==> src/rtl/main_ctrl_pkg.sv <==
// Shared encodings for the multicycle MIPS control path: opcodes, functs,
// FSM state codes and ALU operation codes.
package main_ctrl_pkg;

    localparam logic [5:0] OP_RTYPE = 6'b000000;
    localparam logic [5:0] OP_LW    = 6'b100011;
    localparam logic [5:0] OP_SW    = 6'b101011;
    localparam logic [5:0] OP_BEQ   = 6'b000100;
    localparam logic [5:0] OP_ADDI  = 6'b001000;
    localparam logic [5:0] OP_J     = 6'b000010;

    localparam logic [5:0] FUNCT_ADD = 6'b100000;
    localparam logic [5:0] FUNCT_SUB = 6'b100010;
    localparam logic [5:0] FUNCT_AND = 6'b100100;
    localparam logic [5:0] FUNCT_OR  = 6'b100101;
    localparam logic [5:0] FUNCT_SLT = 6'b101010;

    localparam logic [1:0] ALUOP_ADD   = 2'b00;
    localparam logic [1:0] ALUOP_SUB   = 2'b01;
    localparam logic [1:0] ALUOP_FUNCT = 2'b10;

    localparam logic [2:0] ALU_AND = 3'b000;
    localparam logic [2:0] ALU_OR  = 3'b001;
    localparam logic [2:0] ALU_ADD = 3'b010;
    localparam logic [2:0] ALU_SUB = 3'b110;
    localparam logic [2:0] ALU_SLT = 3'b111;

    typedef enum logic [3:0] {
        S_FETCH   = 4'd0,
        S_DECODE  = 4'd1,
        S_MEMADR  = 4'd2,
        S_MEMRD   = 4'd3,
        S_MEMWB   = 4'd4,
        S_MEMWR   = 4'd5,
        S_EXECUTE = 4'd6,
        S_ALUWB   = 4'd7,
        S_BRANCH  = 4'd8,
        S_ADDIEX  = 4'd9,
        S_ADDIWB  = 4'd10,
        S_JUMP    = 4'd11
    } state_t;

endpackage

==> src/rtl/alu_dec.sv <==
// Combinational ALU decoder: aluop from the FSM plus funct from the IR
// select the ALU operation.
module alu_dec
    import main_ctrl_pkg::*;
(
    input  logic [1:0] aluop,
    input  logic [5:0] funct,
    output logic [2:0] alucontrol
);

    always_comb begin
        alucontrol = ALU_ADD;
        case (aluop)
            ALUOP_ADD: alucontrol = ALU_ADD;
            ALUOP_SUB: alucontrol = ALU_SUB;
            ALUOP_FUNCT: begin
                case (funct)
                    FUNCT_ADD: alucontrol = ALU_ADD;
                    FUNCT_SUB: alucontrol = ALU_SUB;
                    FUNCT_AND: alucontrol = ALU_AND;
                    FUNCT_OR:  alucontrol = ALU_OR;
                    FUNCT_SLT: alucontrol = ALU_SLT;
                    default:   alucontrol = ALU_ADD;
                endcase
            end
            default: alucontrol = ALU_ADD;
        endcase
    end

endmodule

==> src/rtl/main_fsm.sv <==
// Moore control FSM for the multicycle MIPS datapath; write enables are
// masked while reset is high so an aborted instruction never writes.
module main_fsm
    import main_ctrl_pkg::*;
(
    input  logic       clk,
    input  logic       reset,
    input  logic [5:0] op,
    input  logic [5:0] funct,
    input  logic       zero,
    output logic       pcen,
    output logic       memwrite,
    output logic       irwrite,
    output logic       regwrite,
    output logic       iord,
    output logic       memtoreg,
    output logic       regdst,
    output logic       alusrca,
    output logic [1:0] alusrcb,
    output logic [1:0] pcsrc,
    output logic [2:0] alucontrol,
    output logic [3:0] state,
    output logic       illegal_op
);

    state_t     state_reg;
    state_t     state_next;
    logic       pcwrite;
    logic       branch;
    logic       irwrite_s;
    logic       regwrite_s;
    logic       memwrite_s;
    logic       illegal_s;
    logic [1:0] aluop;

    always_ff @(posedge clk or posedge reset) begin
        if (reset) begin
            state_reg <= S_FETCH;
        end else begin
            state_reg <= state_next;
        end
    end

    always_comb begin
        state_next = S_FETCH;
        pcwrite    = 1'b0;
        branch     = 1'b0;
        irwrite_s  = 1'b0;
        regwrite_s = 1'b0;
        memwrite_s = 1'b0;
        illegal_s  = 1'b0;
        iord       = 1'b0;
        memtoreg   = 1'b0;
        regdst     = 1'b0;
        alusrca    = 1'b0;
        alusrcb    = 2'b00;
        pcsrc      = 2'b00;
        aluop      = ALUOP_ADD;
        case (state_reg)
            S_FETCH: begin
                state_next = S_DECODE;
                alusrcb    = 2'b01;
                irwrite_s  = 1'b1;
                pcwrite    = 1'b1;
            end
            S_DECODE: begin
                alusrcb = 2'b11;
                case (op)
                    OP_LW, OP_SW: state_next = S_MEMADR;
                    OP_RTYPE:     state_next = S_EXECUTE;
                    OP_BEQ:       state_next = S_BRANCH;
                    OP_ADDI:      state_next = S_ADDIEX;
                    OP_J:         state_next = S_JUMP;
                    default: begin
                        state_next = S_FETCH;
                        illegal_s  = 1'b1;
                    end
                endcase
            end
            S_MEMADR: begin
                state_next = (op == OP_SW) ? S_MEMWR : S_MEMRD;
                alusrca    = 1'b1;
                alusrcb    = 2'b10;
            end
            S_MEMRD: begin
                state_next = S_MEMWB;
                iord       = 1'b1;
            end
            S_MEMWB: begin
                memtoreg   = 1'b1;
                regwrite_s = 1'b1;
            end
            S_MEMWR: begin
                iord       = 1'b1;
                memwrite_s = 1'b1;
            end
            S_EXECUTE: begin
                state_next = S_ALUWB;
                alusrca    = 1'b1;
                aluop      = ALUOP_FUNCT;
            end
            S_ALUWB: begin
                regdst     = 1'b1;
                regwrite_s = 1'b1;
            end
            S_BRANCH: begin
                alusrca = 1'b1;
                aluop   = ALUOP_SUB;
                pcsrc   = 2'b01;
                branch  = 1'b1;
            end
            S_ADDIEX: begin
                state_next = S_ADDIWB;
                alusrca    = 1'b1;
                alusrcb    = 2'b10;
            end
            S_ADDIWB: begin
                regwrite_s = 1'b1;
            end
            S_JUMP: begin
                pcsrc   = 2'b10;
                pcwrite = 1'b1;
            end
            default: state_next = S_FETCH;
        endcase
    end

    alu_dec u_alu_dec (
        .aluop      (aluop),
        .funct      (funct),
        .alucontrol (alucontrol)
    );

    // Selects already sit at FETCH values in reset; only enables need masking.
    assign pcen       = ~reset & (pcwrite | (branch & zero));
    assign irwrite    = ~reset & irwrite_s;
    assign regwrite   = ~reset & regwrite_s;
    assign memwrite   = ~reset & memwrite_s;
    assign illegal_op = ~reset & illegal_s;
    assign state      = state_reg;

endmodule
==> config.mk <==
export PLATFORM = sky130hd
export DESIGN_NAME = main_fsm
export DESIGN_NICKNAME = d
export VERILOG_FILES = /design/src/rtl/main_ctrl_pkg.sv /design/src/rtl/alu_dec.sv /design/src/rtl/main_fsm.sv
export SDC_FILE = /design/constraint.sdc
export NUM_CORES = 1
export LEC_CHECK = 0
export ABC_AREA = 1
export CAP_MARGIN = 20
export CORE_UTILIZATION = 30
export DETAILED_ROUTE_END_ITERATION = 7
export REMOVE_ABC_BUFFERS = 1
export SETUP_SLACK_MARGIN = 0.1
export SYNTH_ARGS = -nofsm -noshare
export SYNTH_HDL_FRONTEND = slang
export SYNTH_HIERARCHICAL = 1
export SYNTH_SLANG_ARGS = --single-unit
==> constraint.sdc <==
create_clock -name clk -period 3.79 [get_ports clk]
set_input_delay 0.758 -clock clk [delete_from_list [all_inputs] [get_ports clk]]
set_output_delay 0.758 -clock clk [all_outputs]
set_load 0.02 [all_outputs]
# [Word level (Yosys, flattened, before mapping)]
# Index checks and enable logic that the tools add are counted.
[totals] reg_bits=4 inputBits=15 out_inout_bits=20 wordCells=59
[op_classes] eq_ne=22 muxes=19 bitwise=8 reduce_logical=9
[op_table] cell="== test 6 bit (second input constant)" count=6
[op_table] cell="one-hot mux 4 bit (6 select lines)" count=1
[op_table] cell="one-hot mux 4 bit (5 select lines)" count=1
[op_table] cell="== test 4 x 3 -> 1 bit (second input constant)" count=4
[op_table] cell="== test 4 bit (second input constant)" count=4
[op_table] cell="one-hot mux 3 bit (4 select lines)" count=1
[op_table] cell="two-way mux 1 bit" count=11
[op_table] cell="== test 4 x 2 -> 1 bit (second input constant)" count=2
[op_table] cell="one-hot mux 2 bit (2 select lines)" count=2
[op_table] cell="OR reduction 2 bit" count=4
[op_table] cell="AND 1 bit" count=6
[op_table] cell="== test 6 x 2 -> 1 bit (second input constant)" count=1
[op_table] cell="== test 6 x 3 -> 1 bit (second input constant)" count=1
[op_table] cell="== test 6 x 4 -> 1 bit (second input constant)" count=1
[op_table] cell="logical NOT 6 bit" count=1
[op_table] cell="one-hot mux 2 bit (3 select lines)" count=1
[op_table] cell="one-hot mux 3 bit (2 select lines)" count=1
[op_table] cell="OR reduction 6 bit" count=1
[op_table] cell="== test 4 x 1 -> 1 bit (second input constant)" count=1
[op_table] cell="logical NOT 4 bit" count=1
[op_table] cell="OR reduction 4 bit" count=1
[op_table] cell="two-way mux 3 bit" count=1
[op_table] cell="OR reduction 3 bit" count=1
[op_table] cell="== test 2 x 1 -> 1 bit (second input constant)" count=1
[op_table] cell="3 further kinds" count=3

# [Longest topological paths before layout]
# Gate-level depths: netlist of the first run.
[depth] word_depth=5 mapped_depth=12 mapped_depth_nobuf=12

# [Hierarchy]
# The synthesis of the first run kept the hierarchy.
[modules_own_cells] mod="main_fsm" n_inst=1 cells_per_inst=101 area_each_um2=505.5 seq_area_each_um2=100.1
[modules_own_cells] mod="alu_dec" n_inst=1 cells_per_inst=37 area_each_um2=173.9 seq_area_each_um2=0.0

# [Worst setup path after synthesis of the first run]
# OpenSTA, ideal clock, no wires.
[synth_path] path_kind="register to output" start="register state_reg[3] (netlist: state[3])" end="output alucontrol[0]" arrival_ns=1.725 required_ns=3.032 slack_ns=1.307 path_stages_with_launch=7 path_buffers=0 cell_sequence="dfrtp_1 nand2_2 nor2_1 inv_1 ha_1 or2_1 a21oi_1"
[synth_via] elab_chain_len=4 word_cells_on_any_way=6 classes_between="4 x eq/ne; 2 x mux"
[synth_lines] element="from (decl)" line_no="main_fsm.sv:26" rtl="state_t state_reg;"
[synth_lines] element="from (signal assigned)" line_no="main_fsm.sv:40" rtl="state_reg <= state_next;"
[synth_lines] element="== test 4 bit / == test 4 x 3 -> 1 bit (equally long branches)" line_no="main_fsm.sv:59" rtl="case (state_reg)"
[synth_lines] element="one-hot mux 2 bit (2 select lines) (*)" line_no="main_fsm.sv:59"
[synth_lines] element="named net aluop[0]" line_no="main_fsm.sv:34" rtl="logic [1:0] aluop;"
[synth_lines] element="== test 2 bit / == test 2 x 1 -> 1 bit (equally long branches)" line_no="alu_dec.sv:13" rtl="case (aluop)"
[synth_lines] element="one-hot mux 3 bit (2 select lines) (*)" line_no="alu_dec.sv:13"
[synth_lines] element="to (decl)" line_no="main_fsm.sv:21" rtl="output logic [2:0] alucontrol,"
# The timed path passes the listed nets; every way through them passes the cells marked *.

# [Final worst setup path of the first run]
[layout_path] start="input op[3]" end="output illegal_op"
[layout_via] elab_chain_len=5 word_cells_on_any_way=10 classes_between="5 x eq/ne; 2 x mux; 1 x bitwise; 2 x reduce/logical"
[layout_lines] element="from (decl)" line_no="main_fsm.sv:8" rtl="input logic [5:0] op,"
[layout_lines] element="== test 6 bit, or another cell as far along" line_no="main_fsm.sv:68" rtl="case (op)"
[layout_lines] element="OR reduction 6 bit (no source line) (*)"
[layout_lines] element="two-way mux 1 bit (*)" line_no="main_fsm.sv:68"
[layout_lines] element="two-way mux 1 bit (*)" line_no="main_fsm.sv:59"
[layout_lines] element="AND 1 bit (*)" line_no="main_fsm.sv:139" rtl="assign illegal_op = ~reset & illegal_s;"
[layout_lines] element="to (decl)" line_no="main_fsm.sv:23" rtl="output logic illegal_op"
# Mark *: on every way between the ends. The rest lies on a longest branch, timed or not.

==> results of run 1 <==
synthesized netlist by cell type (all sizes together):
master,n,area [um2]
a21oi,4,20.0
o21ai,5,25.0
ha,2,25.0
nand3,12,60.1
a31oi,1,6.26
inv,32,120
or2,1,6.26
dfrtp,4,100
nor2,33,141
nand4,1,6.26
nand2,43,169
per-stage QoR:
step | utilization, % | hold slack [ns] | std cells | total power, W
final | 52.7 | 0.739 | 202 | 0.000465
after global routing | 52.7 | 0.784 | 202 | 0.000505
after detailed placement | 51.6 | 0.731 | 199 | 0.000413
after CTS | 52.7 | 0.746 | 202 | 0.000469
after floorplan | - | 0.539 | 138 | 0.000266
after global placement | 51.6 | 0.740 | 199 | 0.000417
report_power, final:
part	total [W]	leakage [nW]	internal [W]	switching, W
clock network	0.0000522	0.0138	0.0000354	0.0000168
logic	0.000336	0.506	0.000145	0.000192
registers	0.0000767	0.0531	0.0000558	0.0000209
path summary, 6_finish.rpt:
kind,from,to,cells past startpoint
setup reg to reg,state[3]$_DFF_PP0_,state[1]$_DFF_PP0_,6
hold / removal,state[0]$_DFF_PP0_,state[0]$_DFF_PP0_,3
max in group asynchronous,reset,state[1]$_DFF_PP0_,2
setup / recovery,op[3],illegal_op,9
min in group asynchronous,reset,state[3]$_DFF_PP0_,2
hold reg to reg,state[0]$_DFF_PP0_,state[0]$_DFF_PP0_,3
per-layer routing:
| layer | up-vias | global-route usage, % |
|---|---|---|
| li1 | 485 | - |
| met1 | 411 | 20.5 |
| met2 | 22 | 30.4 |
| met3 | 4 | 2.47 |
| met4 | 0 | 7.14 |
| met5 | - | 0 |
cell families (layout without fill, tap and decap cells):
family / after synthesis / in the layout / share of synthesized area [%]
AND/OR/NAND/NOR: 90 / 90 / 56.4
flip-flops: 4 / 4 / 14.7
adder cells (fa/ha/maj): 2 / 2 / 3.68
buffers and inverters: 32 / 69 / 17.7
AO/OA/AOI/OAI: 10 / 10 / 7.55
critical path, stage by stage:
cell	delay [ns]
clkdlybuf4s50_1	0.50
inv_1	0.07
nor2_1	0.19
nand2_1	0.07
nor2_1	0.13
nor2_1	0.06
nand2_1	0.06
nor2_1	0.04
clkdlybuf4s50_1	0.53
cells in the final DEF (no fill, tap or decap):
cell type,instances
clkbuf_4,3
or2_1,1
nand2_1,40
a21oi_1,4
nand2_2,3
inv_1,26
nor2_1,26
inv_2,6
a31oi_1,1
o21ai_1,2
dfrtp_1,4
ha_1,2
nand4_1,1
nor2_2,7
o21ai_0,3
clkdlybuf4s50_1,34
nand3_1,12
final cells by class:
class / count / area (um2)
Clock buffer: 3 / 22.5
Inverter: 32 / 120
Fill cell: 225 / 966
Tap cell: 27 / 33.8
Sequential cell: 4 / 100
Timing Repair Buffer: 34 / 340
Multi-Input combinational cell: 102 / 459
==> flow_metrics.env, run 1 <==
export IMPL_outcome="complete, no violations"
export IMPL_leakage_nw=0.573
export IMPL_critPathMaxFanout=4
export IMPL_io_buffers=34
export IMPL_drtIter0Drc=38
export IMPL_cts_reportedPaths_clkPinSlew_ns=0.03
export IMPL_drive_gt1_share_pct=10.9
export IMPL_ys_ff_latch=4
export IMPL_core_mm2=0.00204
export IMPL_p_per_area_mw_per_mm2=432
export IMPL_ys_warnings_count=6
export IMPL_area_growth_syn_to_layout_pct=58.4
export IMPL_endpoint_kind="output pin"
export IMPL_stdcell_area_mm2=0.00108
export IMPL_slew_violations=0
export IMPL_r2r_setup_slack_ns=2.67
export IMPL_die_area_mm2=0.00246
export IMPL_setup_viol=0
export IMPL_path_class="in2out"
export IMPL_hold_buffers=0
export IMPL_fin_setup_tns_ns=0
export IMPL_cts_root_buf="clkbuf_4"
export IMPL_dr_wl_met3_um=72
export IMPL_gp_congestion=0.873
export IMPL_cts_setup_buffers=0
export IMPL_dp_slack_ns=0.630
export IMPL_required_ns=3.03
export IMPL_maxCapViolations=0
export IMPL_start_util_pct=33.3
export IMPL_skew_ns=0.00397
export IMPL_dr_pass1_iters=4
export IMPL_syn_area_per_cell_um2=4.92
export IMPL_wl_met1_um=920
export IMPL_fmax_mhz=317
export IMPL_cts_path_max_buffers=2
export IMPL_clock_latency_ns=0.23
export IMPL_arrival_ns=2.40
export IMPL_num_rows=16
export IMPL_finalHoldViolCount=0
export IMPL_grt_pass1_vias=868
export IMPL_wl_per_cell_um=9.45
export IMPL_grt_max_degree=8
export IMPL_postLayoutSetupSlackWorst_ns=0.633
export IMPL_ys_seq_area_share_pct=14.7
export IMPL_vias=922
export IMPL_rsz0062_at_grt="false"
export IMPL_dp_hpwl_um=1610
export IMPL_fp_dieH_um=49.6
export IMPL_synth_cell_types=15
export IMPL_grt_pass1_wl_um=3400
export IMPL_grt_use_total_pct=17.2
export IMPL_ir_drop_mv=0.335
export IMPL_syn_inst=138
export IMPL_nets=194
export IMPL_worst_setup_path_start_kind="input port"
export IMPL_ios=35
export IMPL_fin_crit_ns=3.16
export IMPL_wirelength_um=1910
export IMPL_largest_reg_flops=4
export IMPL_relSlewSlack_pct=77.9
export IMPL_maxUsedRoutingLayer="met4"
export IMPL_worst_pin_slew_ns=0.331
export IMPL_antenna_found_initial=0
export IMPL_tritoncts_num_buffers=3
export IMPL_cts_htree_levels=1
export IMPL_die_x_um=49.6
export IMPL_hold_class="reg2reg"
export IMPL_period_share_pct=83.3
export IMPL_antenna_left=0
export IMPL_cts_tree="built"
export IMPL_drcViolationCount=0
export IMPL_antennaDiodeCount=0
export IMPL_clock_sinks=4
export IMPL_grt_overflow_total=0
export IMPL_placed_area_mm2=0.00105
export IMPL_post_cts_resized=0
export IMPL_wl_met2_um=883
export IMPL_viasPerCell=4.56
export IMPL_syn_area_um2=679
Note: power is estimated with default switching activity, not from simulation.
==> run 2, diff against run 1 <==
==> constraint.sdc (replaced) <==
create_clock -name clk -period 3 [get_ports clk]
set_input_delay 0.6 -clock clk [delete_from_list [all_inputs] [get_ports clk]]
set_output_delay 0.6 -clock clk [all_outputs]
set_load 0.02 [all_outputs]
==> run 2 against run 1 <==
  * Clock power rose by 21%
  * Non-clock buffer count rose by 1
  * Count of clock-buffer cells in the layout did not move
  * Combinational power rose by 29%
  * Critical path type unchanged
==> flow_metrics.env, run 2 (synthesis gave the netlist of run 1 again) <==
export IMPL_path_class="in2out"
export IMPL_rr_endpoint="state[1]$_DFF_PP0_"
export IMPL_critPathTopFamily="buffers and inverters"
export IMPL_required_ns=2.40
export IMPL_grt_max_degree=8
export IMPL_drcViolationCount=0
export IMPL_grt_pass1_vias=883
export IMPL_drive_gt1_share_pct=12.5
export IMPL_slew_violations=0
export IMPL_cts_root_buf="clkbuf_4"
export IMPL_path_cells="clkdlybuf4s50_1 > inv_1 > nor2_2 > nand2_1 > nor2_1 > nor2_1 > nand2_1 > nor2_1 > clkdlybuf4s50_1"
export IMPL_grt_use_total_pct=17.0
export IMPL_dp_hpwl_um=1640
export IMPL_cts_reportedPaths_clkPinSlew_ns=0.04
export IMPL_vias=950
export IMPL_clock_latency_ns=0.23
export IMPL_critPathCapture="illegal_op"
export IMPL_viasPerCell=4.68
export IMPL_critPathSlowestCell="clkdlybuf4s50_1"
export IMPL_die_area_mm2=0.00246
export IMPL_drtIter0Drc=16
export IMPL_period_share_pct=93.5
export IMPL_whs_ns=0.749
export IMPL_worst_pin_slew_ns=0.304
export IMPL_antenna_found_initial=0
export IMPL_tritoncts_num_buffers=3
export IMPL_gp_congestion=0.953
export IMPL_cts_path_max_buffers=2
export IMPL_start_util_pct=33.3
export IMPL_leakage_nw=0.601
export IMPL_num_rows=16
export IMPL_cts_setup_buffers=0
export IMPL_crit_top_cell="nor2_1"
export IMPL_hold_class="in2async"
export IMPL_arrival_ns=2.20
export IMPL_p_per_area_mw_per_mm2=542
export IMPL_reg2regPathDepth=7
export IMPL_r2r_start="state[0]$_DFF_PP0_"
export IMPL_die_x_um=49.6
export IMPL_nets=195
export IMPL_postLayoutSetupSlackWorst_ns=0.195
export IMPL_endpoint_kind="output pin"
export IMPL_cts_htree_levels=1
export IMPL_layout_common_cells="nand2_1, clkdlybuf4s50_1, inv_1"
export IMPL_critPathMaxFanout=4
export IMPL_fin_setup_tns_ns=0
export IMPL_fp_dieH_um=49.6
export IMPL_grt_overflow_total=0
export IMPL_ir_drop_mv=0.405
export IMPL_area_growth_syn_to_layout_pct=60.8
export IMPL_ios=35
export IMPL_fmax_mhz=357
export IMPL_dr_pass1_iters=4
export IMPL_relSlewSlack_pct=79.7
export IMPL_finalHoldViolCount=0
export IMPL_wl_per_cell_um=9.69
export IMPL_io_buffers=34
export IMPL_rsz0062_at_grt="false"
export IMPL_hold_buffers=0
export IMPL_crit_path_start="op[3]"
export IMPL_antennaDiodeCount=0
export IMPL_core_mm2=0.00204
export IMPL_outcome="complete, no violations"
export IMPL_path_buf_inv=3
export IMPL_largest_reg_flops=4
export IMPL_antenna_left=0
export IMPL_fin_crit_ns=2.80
export IMPL_crit_cells=9
export IMPL_r2r_setup_slack_ns=1.88
export IMPL_worst_setup_path_start_kind="input port"
export IMPL_wirelength_um=1970
export IMPL_max_stage_delay_ns=0.53
export IMPL_grt_pass1_wl_um=3390
export IMPL_setup_viol=0
export IMPL_cts_tree="built"
export IMPL_clock_sinks=4
export IMPL_maxCapViolations=0
export IMPL_dp_slack_ns=0.151
export IMPL_skew_ns=0.00208
export IMPL_mostFrequentLayoutCell="nand2_1"
run 2: changes by cell type in the layout (fill, tap and decap cells not counted):
cell             before  now
dlymetal6s2s_1        0    2
clkdlybuf4s50_1      34   31
nor2_1               26   24
dlygate4sd2_1         0    1
nor2_2                7    9
buf_4                 0    1
run 2: cell type report:
cell class | count | area, um2
inverter | 32 | 120
fill | 225 | 950
sequential | 4 | 100
tap | 27 | 33.8
timing repair buffer | 35 | 352
clock buffer | 3 | 22.5
multi-input combinational | 102 | 464
run 2: worst min path at each step:
stage | endpoint | cells past startpoint | start | slack (ns)
4_1_cts | state[0]$_DFF_PP0_ | 3 | state[0]$_DFF_PP0_ | 0.73
6_report | state[0]$_DFF_PP0_ | 3 | reset | 0.75
2_1_floorplan | state[0]$_DFF_PP0_ | 1 | reset | 0.38
5_1_grt | state[2]$_DFF_PP0_ | 3 | reset | 0.77
3_3_place_gp | state[0]$_DFF_PP0_ | 3 | state[3]$_DFF_PP0_ | 0.75
3_5_place_dp | state[0]$_DFF_PP0_ | 3 | state[0]$_DFF_PP0_ | 0.73
run 2: power by group:
part / internal [W] / switching (W)
clock: 0.0000445 / 0.0000186
sequential: 0.0000705 / 0.0000265
combinational: 0.000184 / 0.000248
run 2: repair_timing:
| item | 4_1_cts | 5_1_grt |
|---|---|---|
| gates resized for setup | 1 | 4 |
| setup endpoints to repair | 1 | 3 |
| pin swaps | 0 | 0 |
run 2: stage by stage:
| stage | cells | instance area (um2) | total power, W | util (%) |
|---|---|---|---|---|
| 2_1_floorplan | 138 | 679 | 0.000336 | - |
| 3_3_place_gp | 200 | 1060 | 0.000527 | 52.0 |
| 3_5_place_dp | 200 | 1060 | 0.000524 | 52.0 |
| 4_1_cts | 203 | 1080 | 0.000594 | 53.0 |
| 5_1_grt | 203 | 1090 | 0.000636 | 53.5 |
| 6_report | 203 | 1090 | 0.000592 | 53.5 |
run 2: tightest hold or removal path, stage by stage:
cell and delay [ns]:
clkdlybuf4s50_1 0.46, inv_1 0.10, buf_4 0.14
run 2: routing by layer:
metal / track usage, % / vias up / routed length (um)
met5: 0 / - / 0
li1: - / 489 / -
met1: 19.8 / 423 / 896
met2: 31.1 / 32 / 937
met4: 8.10 / 0 / 29
met3: 0.926 / 6 / 104
